`config.mk`:
```
export PLATFORM = sky130hd
export DESIGN_NAME = icache_dm
export DESIGN_NICKNAME = d
export VERILOG_FILES = /design/src/rtl/icache_dm.sv
export SDC_FILE = /design/constraint.sdc
export NUM_CORES = 1
export LEC_CHECK = 0
export BUFFER_PORTS_ARGS = -buffer_cell sky130_fd_sc_hd__buf_2
export CAP_MARGIN = 15
export CORE_MARGIN = 2
export CORE_UTILIZATION = 26
export CTS_CLUSTER_DIAMETER = 150
export DETAILED_ROUTE_END_ITERATION = 8
export HOLD_SLACK_MARGIN = 0.1
export PLACE_DENSITY_LB_ADDON = 0.12
export SYNTH_ARGS = -nofsm -noshare
export SYNTH_HDL_FRONTEND = slang
export SYNTH_SLANG_ARGS = --single-unit
```
`constraint.sdc`:
```
create_clock -name CLK -period 8.7 [get_ports CLK]
set_input_delay 0.435 -clock CLK [delete_from_list [all_inputs] [get_ports CLK]]
set_output_delay 0.435 -clock CLK [all_outputs]
set_load 0.01 [all_outputs]
```
`src/rtl/icache_dm.sv`:
```
`default_nettype none
// ============================================================================
// Module      : icache_dm
// Description : Direct-mapped instruction cache with one-word frames.
//               Hits are returned combinationally in IDLE; a miss latches
//               the word address and issues a single-word fill to memory.
//               Optional hit/miss statistics are enabled by defining the
//               macro ICACHE_STATS_EN.
// Revision    : 1.0 - initial release
// ============================================================================
module icache_dm #(
   parameter int SETS = 16
) (
   input  logic        CLK,
   input  logic        RST,
   input  logic        imemREN,
   input  logic [31:0] imemaddr,
   output logic        ihit,
   output logic [31:0] imemload,
   output logic        iREN,
   output logic [31:0] iaddr,
   input  logic        iwait,
   input  logic [31:0] iload,
   output logic [31:0] hit_count,
   output logic [31:0] miss_count
);

   localparam int IW = $clog2(SETS);
   localparam int TW = 30 - IW;

   typedef enum logic [0:0] {
      IDLE = 1'b0,
      FILL = 1'b1
   } state_t;

   state_t             state_q, state_d;
   logic [29:0]        miss_addr_q;
   logic               valid_q [SETS];
   logic [TW-1:0]      tag_q   [SETS];
   logic [31:0]        data_q  [SETS];

   logic [IW-1:0]      w_index;
   logic [TW-1:0]      w_tag;
   logic [IW-1:0]      w_fill_index;
   logic [TW-1:0]      w_fill_tag;
   logic               w_capture;
   logic               w_fill_we;
   logic               w_unused_addr_bits;

   // Byte-offset bits carry no information for a word-wide cache.
   assign w_unused_addr_bits = &imemaddr[1:0];

   assign w_index      = imemaddr[IW+1:2];
   assign w_tag        = imemaddr[31:IW+2];
   assign w_fill_index = miss_addr_q[IW-1:0];
   assign w_fill_tag   = miss_addr_q[29:IW];

   // Frame data is always presented; it is cleared at reset so never X.
   assign imemload = data_q[w_index];

   // Next-state, hit detection and fill handshake.
   always_comb begin
      state_d   = state_q;
      ihit      = 1'b0;
      iREN      = 1'b0;
      iaddr     = 32'h0;
      w_capture = 1'b0;
      w_fill_we = 1'b0;
      case (state_q)
         IDLE: begin
            ihit = imemREN & valid_q[w_index] & (tag_q[w_index] == w_tag);
            if (imemREN && !ihit) begin
               w_capture = 1'b1;
               state_d   = FILL;
            end
         end
         FILL: begin
            iREN  = 1'b1;
            iaddr = {miss_addr_q, 2'b00};
            if (!iwait) begin
               w_fill_we = 1'b1;
               state_d   = IDLE;
            end
         end
         default: state_d = IDLE;
      endcase
   end

   // State, miss address and frame storage; reset wipes every frame.
   always_ff @(posedge CLK) begin
      if (RST) begin
         state_q     <= IDLE;
         miss_addr_q <= 30'h0;
         for (int i = 0; i < SETS; i++) begin
            valid_q[i] <= 1'b0;
            tag_q[i]   <= '0;
            data_q[i]  <= 32'h0;
         end
      end else begin
         state_q <= state_d;
         if (w_capture) begin
            miss_addr_q <= imemaddr[31:2];
         end
         if (w_fill_we) begin
            valid_q[w_fill_index] <= 1'b1;
            tag_q[w_fill_index]   <= w_fill_tag;
            data_q[w_fill_index]  <= iload;
         end
      end
   end

`ifdef ICACHE_STATS_EN
   logic [31:0] hit_cnt_q;
   logic [31:0] miss_cnt_q;

   // Hit/miss statistics, wrapping naturally at 2^32.
   always_ff @(posedge CLK) begin
      if (RST) begin
         hit_cnt_q  <= 32'h0;
         miss_cnt_q <= 32'h0;
      end else begin
         if (ihit) begin
            hit_cnt_q <= hit_cnt_q + 32'd1;
         end
         if (w_capture) begin
            miss_cnt_q <= miss_cnt_q + 32'd1;
         end
      end
   end

   assign hit_count  = hit_cnt_q;
   assign miss_count = miss_cnt_q;
`else
   assign hit_count  = 32'h0;
   assign miss_count = 32'h0;
`endif

endmodule
`default_nettype wire

```
==> results of run 1 <==
Yosys cell counts, types with 3 or more instances:
library cell and n:
mux2_2 10, o21ai_0 18, a22oi_1 10, nor4_1 4, dfxtp_1 47, a21oi_1 5
buf_6 12, a221oi_1 11, a211oi_1 6, xor2_1 10, nand3_1 3, or2_2 6
mux4_2 241, nor3_1 10, nand2_1 74, mux2i_1 105, o22ai_1 8, nand2b_1 7
clkbuf_1 186, a2111oi_0 3, buf_2 24, buf_1 13, nor2_1 20, xnor2_1 19
edfxtp_1 928, or4_1 3, nand4_1 7, a21o_1 16, buf_4 76, nor2b_1 10
and2_1 964
metrics by stage:
step	util	hold slack, ns	cells
6_report	0.301	0.169	5324
5_1_grt	0.301	0.161	5316
4_1_cts	0.301	0.102	5316
3_5_place_dp	0.278	0.437	5068
3_3_place_gp	0.278	0.431	5067
2_1_floorplan	-	0.425	2951
layer usage:
layer / wire (um) / vias to the layer above / part of all wire / track usage
li1: - / 10669 / - / -
met5: 25 / - / 0.00016 / 0
met3: 7050 / 218 / 0.046 / 0.0235
met2: 78900 / 707 / 0.51 / 0.310
met1: 64300 / 13360 / 0.42 / 0.223
met4: 3730 / 4 / 0.024 / 0.0501
flip-flops by register name, indices dropped and copies added (netlist names):
signal,flops
data_q,512
miss_addr_q,30
state_q,1
tag_q,416
valid_q,16
power breakdown:
| part | switching (mW) | internal (mW) |
|---|---|---|
| sequential | 0.0776 | 5.29 |
| clock | 2.03 | 2.63 |
| combinational | 0.509 | 0.275 |
| total | 2.62 | 8.19 |
layout by cell type (no fill, tap or decap), types with 7 or more instances in the layout:
cell type      netlist  routed
and2_1             964     964
edfxtp_1           928     928
mux4_2             241     241
buf_2               24     126
clkbuf_16            0     117
mux2i_1            105     105
nand2_1             74      74
conb_1               1      66
buf_4               76      63
dfxtp_1             47      46
dlygate4sd3_1        0      31
clkinv_1             1      29
clkbuf_1           186      27
clkinv_2             0      23
xnor2_1             19      19
a21o_1              16      16
o21ai_4              0      12
nor2_4               0      12
a221oi_1            11      11
xor2_1              10      10
nor2b_1             10      10
mux2_2              10      10
a22oi_1             10      10
diode_2              0       8
nor2_1              20       8
o22ai_1              8       8
nand2b_1             7       7
nand4_1              7       7
worst max path at each step:
stage | slack (ns) | from | depth (start not counted) | endpoint
after detailed placement | 3.20 | imemaddr[3] | 10 | ihit
after CTS | 3.17 | imemaddr[3] | 10 | ihit
after global placement | 3.16 | imemaddr[3] | 10 | ihit
after global routing | 3.11 | imemaddr[3] | 10 | ihit
final | 3.27 | imemaddr[3] | 10 | ihit
after floorplan | 2.99 | state_q | 4 | data_q[12][0]
worst max-delay path: stages:
cell and delay [ns]:
buf_8 0.61, buf_12 0.47, nor2b_1 0.78, a221oi_1 0.20
o21ai_0 0.28, xor2_1 0.32, nand4_1 0.22, a2111o_1 0.47
nor4_1 0.76, buf_2 0.28
cell families after synthesis:
| group | after synthesis | share of synthesized area |
|---|---|---|
| buffers and inverters | 316 | 0.0356 |
| other | 1 | 0.0000840 |
| and+or+nand+nor | 1113 | 0.150 |
| AOI/OAI and AO/OA | 96 | 0.0155 |
| xor gates and xnor gates | 29 | 0.00569 |
| muxes | 356 | 0.148 |
| DFF | 975 | 0.645 |
timing repair:
item,4_1_cts,5_1_grt
gates resized for setup,0,0
hold buffers,31,0
hold endpoints to repair,74,0
final cells by class:
class	count	area (um^2)	share of cell area
antenna	8	20.0	0.000389
clock buffer	149	3100	0.0601
clock inverter	68	503	0.00976
inverter	5	23.8	0.000461
multi-input combinational	1660	14800	0.287
sequential	975	28800	0.559
tap	2233	2790	0.0542
timing repair buffer	226	1520	0.0294
==> flow_summary.json, run 1 <==
{
  "status": "completed",
  "hold_violations": 0,
  "wl_per_cell_um": 28.9,
  "cts_buffer_depth": 3,
  "die_x_um": 418,
  "grt_usage": 0.176,
  "vdd_drop_max_mv": 0.152,
  "hold_class": "in -> reg",
  "critical_path_class": "in -> out",
  "r2r-end": "data_q[1][31]",
  "finalSetupViolCount": 0,
  "vias_per_cell": 4.69,
  "placed_area_mm2": 0.0476,
  "syn-instance-count": 2886,
  "syn_to_final_growth_pct": 15.4,
  "fill_cells": 16949,
  "final_cell_area_mm2": 0.0515,
  "power_leakage_nw": 18.8,
  "num_rows": 152,
  "wl_um": 154000,
  "die_h_um": 418,
  "pre_cts_slack_ns": 3.20,
  "hold_path_depth": 2,
  "synthDistinctLibCells": 54,
  "fmax_mhz": 184,
  "min_to": "data_q[5][7]",
  "coreArea_mm2": 0.171,
  "cp.arrival_ns": 5.00,
  "synth_edf_count": 928,
  "final.setup_skew_ns": 0.0297,
  "ys_async_sr_fraction": 0,
  "grt_max_degree": 81,
  "drc_errors": 0,
  "die_area_mm2": 0.175,
  "gp_congestion": 0.730,
  "netlist_area_mm2": 0.0447,
  "cts_tree": "done",
  "io_pins": 198,
  "min_period_over_period": 0.625,
  "reg2reg_setup_slack_ns": 3.94,
  "ys_seq_area_frac": 0.645,
  "grt-ovfl-total": 0,
  "io_buffers": 129,
  "htreeDepth": 3,
  "r2r.worst_path.cells": 8,
  "post-route-min-period_ns": 5.43,
  "nets": 3052,
  "vias": 24958,
  "cts_root_buf": "clkbuf_16",
  "grt_pass1_vias": 26342,
  "drv_slew": 0,
  "cts_setup_buffers": 0,
  "maxCapViolCount": 0,
  "final.setup.tns_ns": 0,
  "grt_setup_unrepaired": "false",
  "hold_start": "iload[7]",
  "clk_latency_ns": 0.75,
  "synth_seq_cells": 975,
  "synth_area_leaders": "edfxtp_1 (62%), and2_1 (14%), mux4_2 (12%)",
  "antenna_found_initial": 28,
  "cp-start-kind": "primary input",
  "synth_top_area_frac": 0.624,
  "drive_gt1_frac": 0.210,
  "start_util": 0.261,
  "required_ns": 8.27,
  "cts_buffers": 116,
  "syn_area_per_cell_um2": 15.5,
  "powerDensity_mw_per_mm2": 210,
  "final_antenna_net_count": 0,
  "slew-limit-headroom": 0.257,
  "dp_hpwl_um": 82000,
  "total_power_mw": 10.8,
  "max_slew.worst_pin.slew_ns": 1.11,
  "synth_top_area_cell": "edfxtp_1",
  "drt_iter0_drc": 2162,
  "synth_ff_type": "edfxtp_1",
  "grt_pass1_wl_um": 212000,
  "worst-path-max-fanout": 76,
  "cts_sinks": 975,
  "ys_warn_count": 0,
  "endpoint_kind": "output pin",
  "fin_ws_ns": 3.27,
  "r2r-start": "state_q",
  "firstDrtPassIters": 5,
  "path_clk_slew_ns": 0.06
}
No activity file was read; power rests on OpenSTA's default activity.
==> inputs of run 2 (changes only) <==
==> constraint.sdc (replaced) <==
create_clock -name CLK -period 4.4 [get_ports CLK]
set_input_delay 0.22 -clock CLK [delete_from_list [all_inputs] [get_ports CLK]]
set_output_delay 0.22 -clock CLK [all_outputs]
set_load 0.01 [all_outputs]
==> run 2 against run 1 <==
Effect of this change: utilization up 0.54 points; worst hold slack improved by 0.0010 ns; register-to-register slack worse by 2.9 ns; non-clock buffer count up 79; design area is 1.8% higher; worst setup slack worse by 2.9 ns.
==> flow_summary.json, run 2 (synthesis results as in run 1) <==
{
  "maxCapViolCount": 0,
  "worst-path-max-fanout": 2,
  "fin_ws_ns": 0.399,
  "pre_cts_slack_ns": -0.0167,
  "path_clk_slew_ns": 0.06,
  "grt_pass1_vias": 26559,
  "power.share.sequential": 0.490,
  "io_buffers": 129,
  "slew-limit-headroom": 0.321,
  "drc_errors": 0,
  "grt_max_degree": 56,
  "cp.arrival_ns": 3.78,
  "max_slew.worst_pin.slew_ns": 1.02,
  "required_ns": 4.18,
  "io_pins": 198,
  "final_cell_area_mm2": 0.0525,
  "comb_power_share": 0.075,
  "vias": 25094,
  "num_rows": 152,
  "finalSetupViolCount": 0,
  "final_antenna_net_count": 0,
  "hold_violations": 0,
  "top_register": "data_q",
  "powerDensity_mw_per_mm2": 412,
  "start_util": 0.261,
  "swShare": 0.236,
  "antenna_found_initial": 21,
  "critical_path_class": "reg -> out",
  "gp_congestion": 0.758,
  "cts_setup_buffers": 0,
  "cts_tree": "done",
  "status": "completed",
  "cts_buffer_depth": 3,
  "critical_path.top_delay_family": "simple AND/OR/NAND/NOR gates",
  "final.setup.tns_ns": 0,
  "cts_root_buf": "clkbuf_16",
  "clk_latency_ns": 0.75,
  "p_int_mw": 16.5,
  "min_period_over_period": 0.909,
  "wl_um": 153000,
  "grt-ovfl-total": 0,
  "wl_per_cell_um": 28.3,
  "cts_buffers": 116,
  "drt_iter0_drc": 2442,
  "path_cells": "mux4_2 -> mux2i_1 -> a21oi_1 -> xnor2_1 -> nand4_1 -> or4_1 -> nor4_4 -> buf_4 -> buf_2",
  "dp_hpwl_um": 86400,
  "vias_per_cell": 4.65,
  "endpoint_kind": "output pin",
  "p_switching_mw": 5.12,
  "grt_usage": 0.175,
  "die_x_um": 418,
  "total_power_mw": 21.6,
  "grt_pass1_wl_um": 213000,
  "largest_register_ffs": 512,
  "htreeDepth": 3,
  "max_stage_delay_ns": 0.63,
  "final.setup_skew_ns": 0.0427,
  "critical_path_buf_inv_count": 2,
  "placed_area_mm2": 0.0482,
  "cts_sinks": 975,
  "final_cell_mix": "and2_1 (964), edfxtp_1 (928), mux4_2 (241)",
  "p_clk_frac": 0.435,
  "vdd_drop_max_mv": 0.297,
  "crit_path_top_delay_cell": "or4_1",
  "coreArea_mm2": 0.171,
  "hold_class": "in -> reg",
  "syn_to_final_growth_pct": 17.4,
  "top_regs": "data_q: 512 flops, tag_q: 416 flops, miss_addr_q: 30 flops",
  "die_h_um": 418,
  "drv_slew": 0,
  "final_common_cell": "and2_1",
  "grt_setup_unrepaired": "false",
  "firstDrtPassIters": 5,
  "power_leakage_nw": 19.2,
  "drive_gt1_frac": 0.219,
  "cp-start-kind": "register",
  "fmax_mhz": 250,
  "post-route-min-period_ns": 4.00,
  "nets": 3131,
  "die_area_mm2": 0.175
}
run 2: cell count changes in the layout (fill, tap and decap cells not counted), sizes merged:
cell | before | now
clkinv | 57 | 44
diode | 8 | 7
dlygate4sd3 | 31 | 59
bufinv | 4 | 9
buf | 195 | 246
clkinvlp | 3 | 0
clkbuf | 149 | 160
run 2: repair_timing:
action	4_1_cts	5_1_grt
hold buffers	59	0
resized for setup	1	1
hold endpoints to repair	539	0
endpoints found under the setup margin	1	1
run 2: final timing paths:
check,start,end,slack [ns],cells after the start
worst max register to register,tag_q[11][4],state_q,1.07,9
worst max-delay path,tag_q[11][4],ihit,0.40,9
worst min-delay path,imemREN,miss_addr_q[22],0.17,4
worst min register to register,valid_q[4],valid_q[4],0.46,1
run 2: metrics by stage:
stage               instances  utilization  hold WS, ns
floorplan                2951            -        0.362
CTS                      5395        0.306        0.114
global placement         5119        0.281        0.432
detailed placement       5119        0.281        0.438
finish                   5402        0.306        0.170
global route             5397        0.306        0.142
run 2: metal layers:
metal / track usage / wire length (um)
met5: 0 / 16
met4: 0.0471 / 3470
met3: 0.0288 / 8600
met1: 0.222 / 63200
met2: 0.307 / 77800
run 2: worst register-to-register path, cell delays in order (launching register included):
cell,delay (ns)
edfxtp_1,0.36
mux4_2,0.47
mux2i_1,0.20
a21oi_1,0.13
xnor2_1,0.42
nand4_1,0.14
or4_1,0.63
o311a_2,0.46
buf_4,0.22
o21a_1,0.20
run 2: cell type report:
class / count / area [um^2]
fillers: 16862 / 119000
multi-input cells: 1660 / 14800
diodes: 7 / 17.5
clock buffers: 160 / 3120
repair buffers: 305 / 2350
inverters: 5 / 23.8
well taps: 2233 / 2790
clock inverters: 57 / 556
flip-flops and latches: 975 / 28800
run 2: power by group through the flow:
stage | Clock [mW] | Combinational, mW | Sequential, mW
global placement | 0 | 1.61 | 10.8
CTS | 9.66 | 1.67 | 10.6
global route | 10.0 | 1.72 | 10.6
finish | 9.41 | 1.61 | 10.6
detailed placement | 0 | 1.62 | 10.8
floorplan | 0 | 0.958 | 10.8
==> inputs of run 3 (changes only) <==
--- a/config.mk
+++ b/config.mk
@@ -5,6 +5,7 @@
 export SDC_FILE = /design/constraint.sdc
 export NUM_CORES = 1
 export LEC_CHECK = 0
+export ABC_AREA = 1
 export BUFFER_PORTS_ARGS = -buffer_cell sky130_fd_sc_hd__buf_2
 export CAP_MARGIN = 15
 export CORE_MARGIN = 2
==> run 3 against run 2 <==
Effect of this change: count of clock-buffer cells in the layout fell by 12; critical endpoint unchanged; critical path type is now in -> out; largest cell class unchanged; global-route usage up 1.9 points; sequential share of layout area grew 0.99 points.
==> flow_summary.json, run 3 <==
{
  "status": "completed",
  "cp-start-kind": "primary input",
  "die_x_um": 417,
  "final.setup.tns_ns": 0,
  "vias": 33045,
  "largest_register_ffs": 512,
  "synth_ff_type": "edfxtp_1",
  "htreeDepth": 3,
  "drc_errors": 0,
  "vdd_drop_max_mv": 0.311,
  "powerDensity_mw_per_mm2": 425,
  "grt_setup_unrepaired": "false",
  "placed_area_mm2": 0.0473,
  "synth_top_area_frac": 0.627,
  "cts_setup_buffers": 0,
  "gp_congestion": 0.779,
  "ys_warn_count": 0,
  "post-route-util": 0.304,
  "synth_top_area_cell": "edfxtp_1",
  "synth_seq_cells": 975,
  "dp_cells": 6642,
  "r2r.worst_path.cells": 5,
  "pre_cts_slack_ns": 0.894,
  "netlist_area_mm2": 0.0444,
  "maxCapViolCount": 0,
  "yosys-top-cells-count": "nor2_1 (1,346), edfxtp_1 (928), nand2_1 (659), o21ai_0 (323), nand3_1 (299)",
  "ys_async_sr_fraction": 0,
  "coreArea_mm2": 0.170,
  "cts_buffers": 117,
  "antenna_found_initial": 1,
  "min_to": "miss_addr_q[21]",
  "fin_ws_ns": 0.940,
  "endpoint_kind": "output pin",
  "drv_slew": 0,
  "grt_pass1_wl_um": 243000,
  "final_cell_mix": "nor2_1 (1,345), edfxtp_1 (928), nand2_1 (627)",
  "required_ns": 4.18,
  "final.setup_skew_ns": 0.0328,
  "hold_start": "imemREN",
  "grt_pass1_vias": 32242,
  "post-route-min-period_ns": 3.46,
  "final_antenna_net_count": 0,
  "cts_sinks": 975,
  "nets": 4667,
  "num_rows": 151,
  "cts_root_buf": "clkbuf_16",
  "wl_um": 172000,
  "cts_tree": "done",
  "r2r-start": "miss_addr_q[1]",
  "max_slew.worst_pin.slew_ns": 1.13,
  "hold_violations": 0,
  "fin_cells": 6916,
  "clk_latency_ns": 0.76,
  "min_period_over_period": 0.786,
  "dp_hpwl_um": 87800,
  "drt_iter0_drc": 2697,
  "grt_max_degree": 156,
  "die_area_mm2": 0.174,
  "critical_path_class": "in -> out",
  "synth_area_leaders": "edfxtp_1 (63%), nor2_1 (11%), nand2_1 (5.6%)",
  "synth_edf_count": 928,
  "ys_seq_area_frac": 0.648,
  "vias_per_cell": 4.78,
  "syn-instance-count": 4574,
  "grt-ovfl-total": 0,
  "worst-path-max-fanout": 67,
  "final_common_cell": "nor2_1",
  "syn_to_final_growth_pct": 15.9,
  "synthDistinctLibCells": 27,
  "io_buffers": 129,
  "synth.most_common_cell": "nor2_1",
  "syn_area_per_cell_um2": 9.72,
  "die_h_um": 417,
  "holdWs_ns": 0.139,
  "cp.arrival_ns": 3.24,
  "n_antenna_cell": 0,
  "cts_buffer_depth": 3,
  "power_leakage_nw": 20.2,
  "reg2reg_setup_slack_ns": 1.00,
  "drive_gt1_frac": 0.0909,
  "total_power_mw": 21.9,
  "slew-limit-headroom": 0.244,
  "final_cell_area_mm2": 0.0515,
  "path_clk_slew_ns": 0.06,
  "r2r-end": "data_q[15][18]",
  "fmax_mhz": 289,
  "multiInputGateArea_mm2": 0.0130,
  "hold_path_depth": 5,
  "top_regs": "data_q: 512 flops, tag_q: 416 flops, miss_addr_q: 30 flops",
  "firstDrtPassIters": 5,
  "critPathLaunch": "imemaddr[4]",
  "wl_per_cell_um": 24.8,
  "regArea_mm2": 0.0288,
  "top_register": "data_q",
  "finalSetupViolCount": 0,
  "grt_usage": 0.194,
  "fill_cells": 17616,
  "start_util": 0.262,
  "hold_class": "in -> reg",
  "io_pins": 198
}
==> run 3: layer usage <==
metal / up-vias / GRT usage / wire length, um
li1: 15280 / - / -
met1: 16748 / 0.267 / 78600
met2: 815 / 0.324 / 81900
met3: 202 / 0.0215 / 7020
met4: 0 / 0.0495 / 4350
met5: - / 0 / 0
==> run 3: worst max-delay path by stage <==
stage | end | slack [ns] | cells after the start
floorplan | data_q[0][0] | 1.33 | 6
global placement | tag_q[15][4] | 0.89 | 7
detailed placement | data_q[15][28] | 0.89 | 7
CTS | ihit | 0.94 | 11
global route | ihit | 0.83 | 11
finish | ihit | 0.94 | 12
==> run 3: what timing repair did <==
item                       CTS  global route
hold endpoints to repair   443             0
resized for setup            0             0
hold buffers                56             0
setup endpoints to repair    0             0
==> run 3: cell type report <==
cell class	count	area share
Clock inverter	70	0.00979
Sequential cell	975	0.559
Tap cell	2218	0.0539
Multi-Input combinational cell	2954	0.252
Inverter	273	0.0205
Clock buffer	148	0.0604
Timing Repair Buffer	278	0.0438
==> run 3: kinds of logic after synthesis <==
logic type	share of synthesized area
AND/OR/NAND/NOR	0.205
flip-flops	0.648
buffers and inverters	0.0703
AO/OA/AOI/OAI	0.0767
other	0.0000844
==> run 3: worst max-delay path: stages <==
cell     delay, ns
buf_6         0.23
inv_6         0.84
nand3_1       0.18
nand3_1       0.18
nand2_1       0.08
nand2_1       0.18
nand4_1       0.13
or2_2         0.30
nor3_1        0.16
nand2_1       0.23
nor2_1        0.14
buf_2         0.14
==> run 3: where the power goes <==
group / leakage [nW] / switching [mW] / total, mW / internal [mW]
Sequential: 9.92 / 0.103 / 10.6 / 10.5
Combinational: 8.51 / 1.48 / 1.95 / 0.472
Clock: 1.78 / 4.16 / 9.39 / 5.22
Total: 20.2 / 5.74 / 21.9 / 16.2
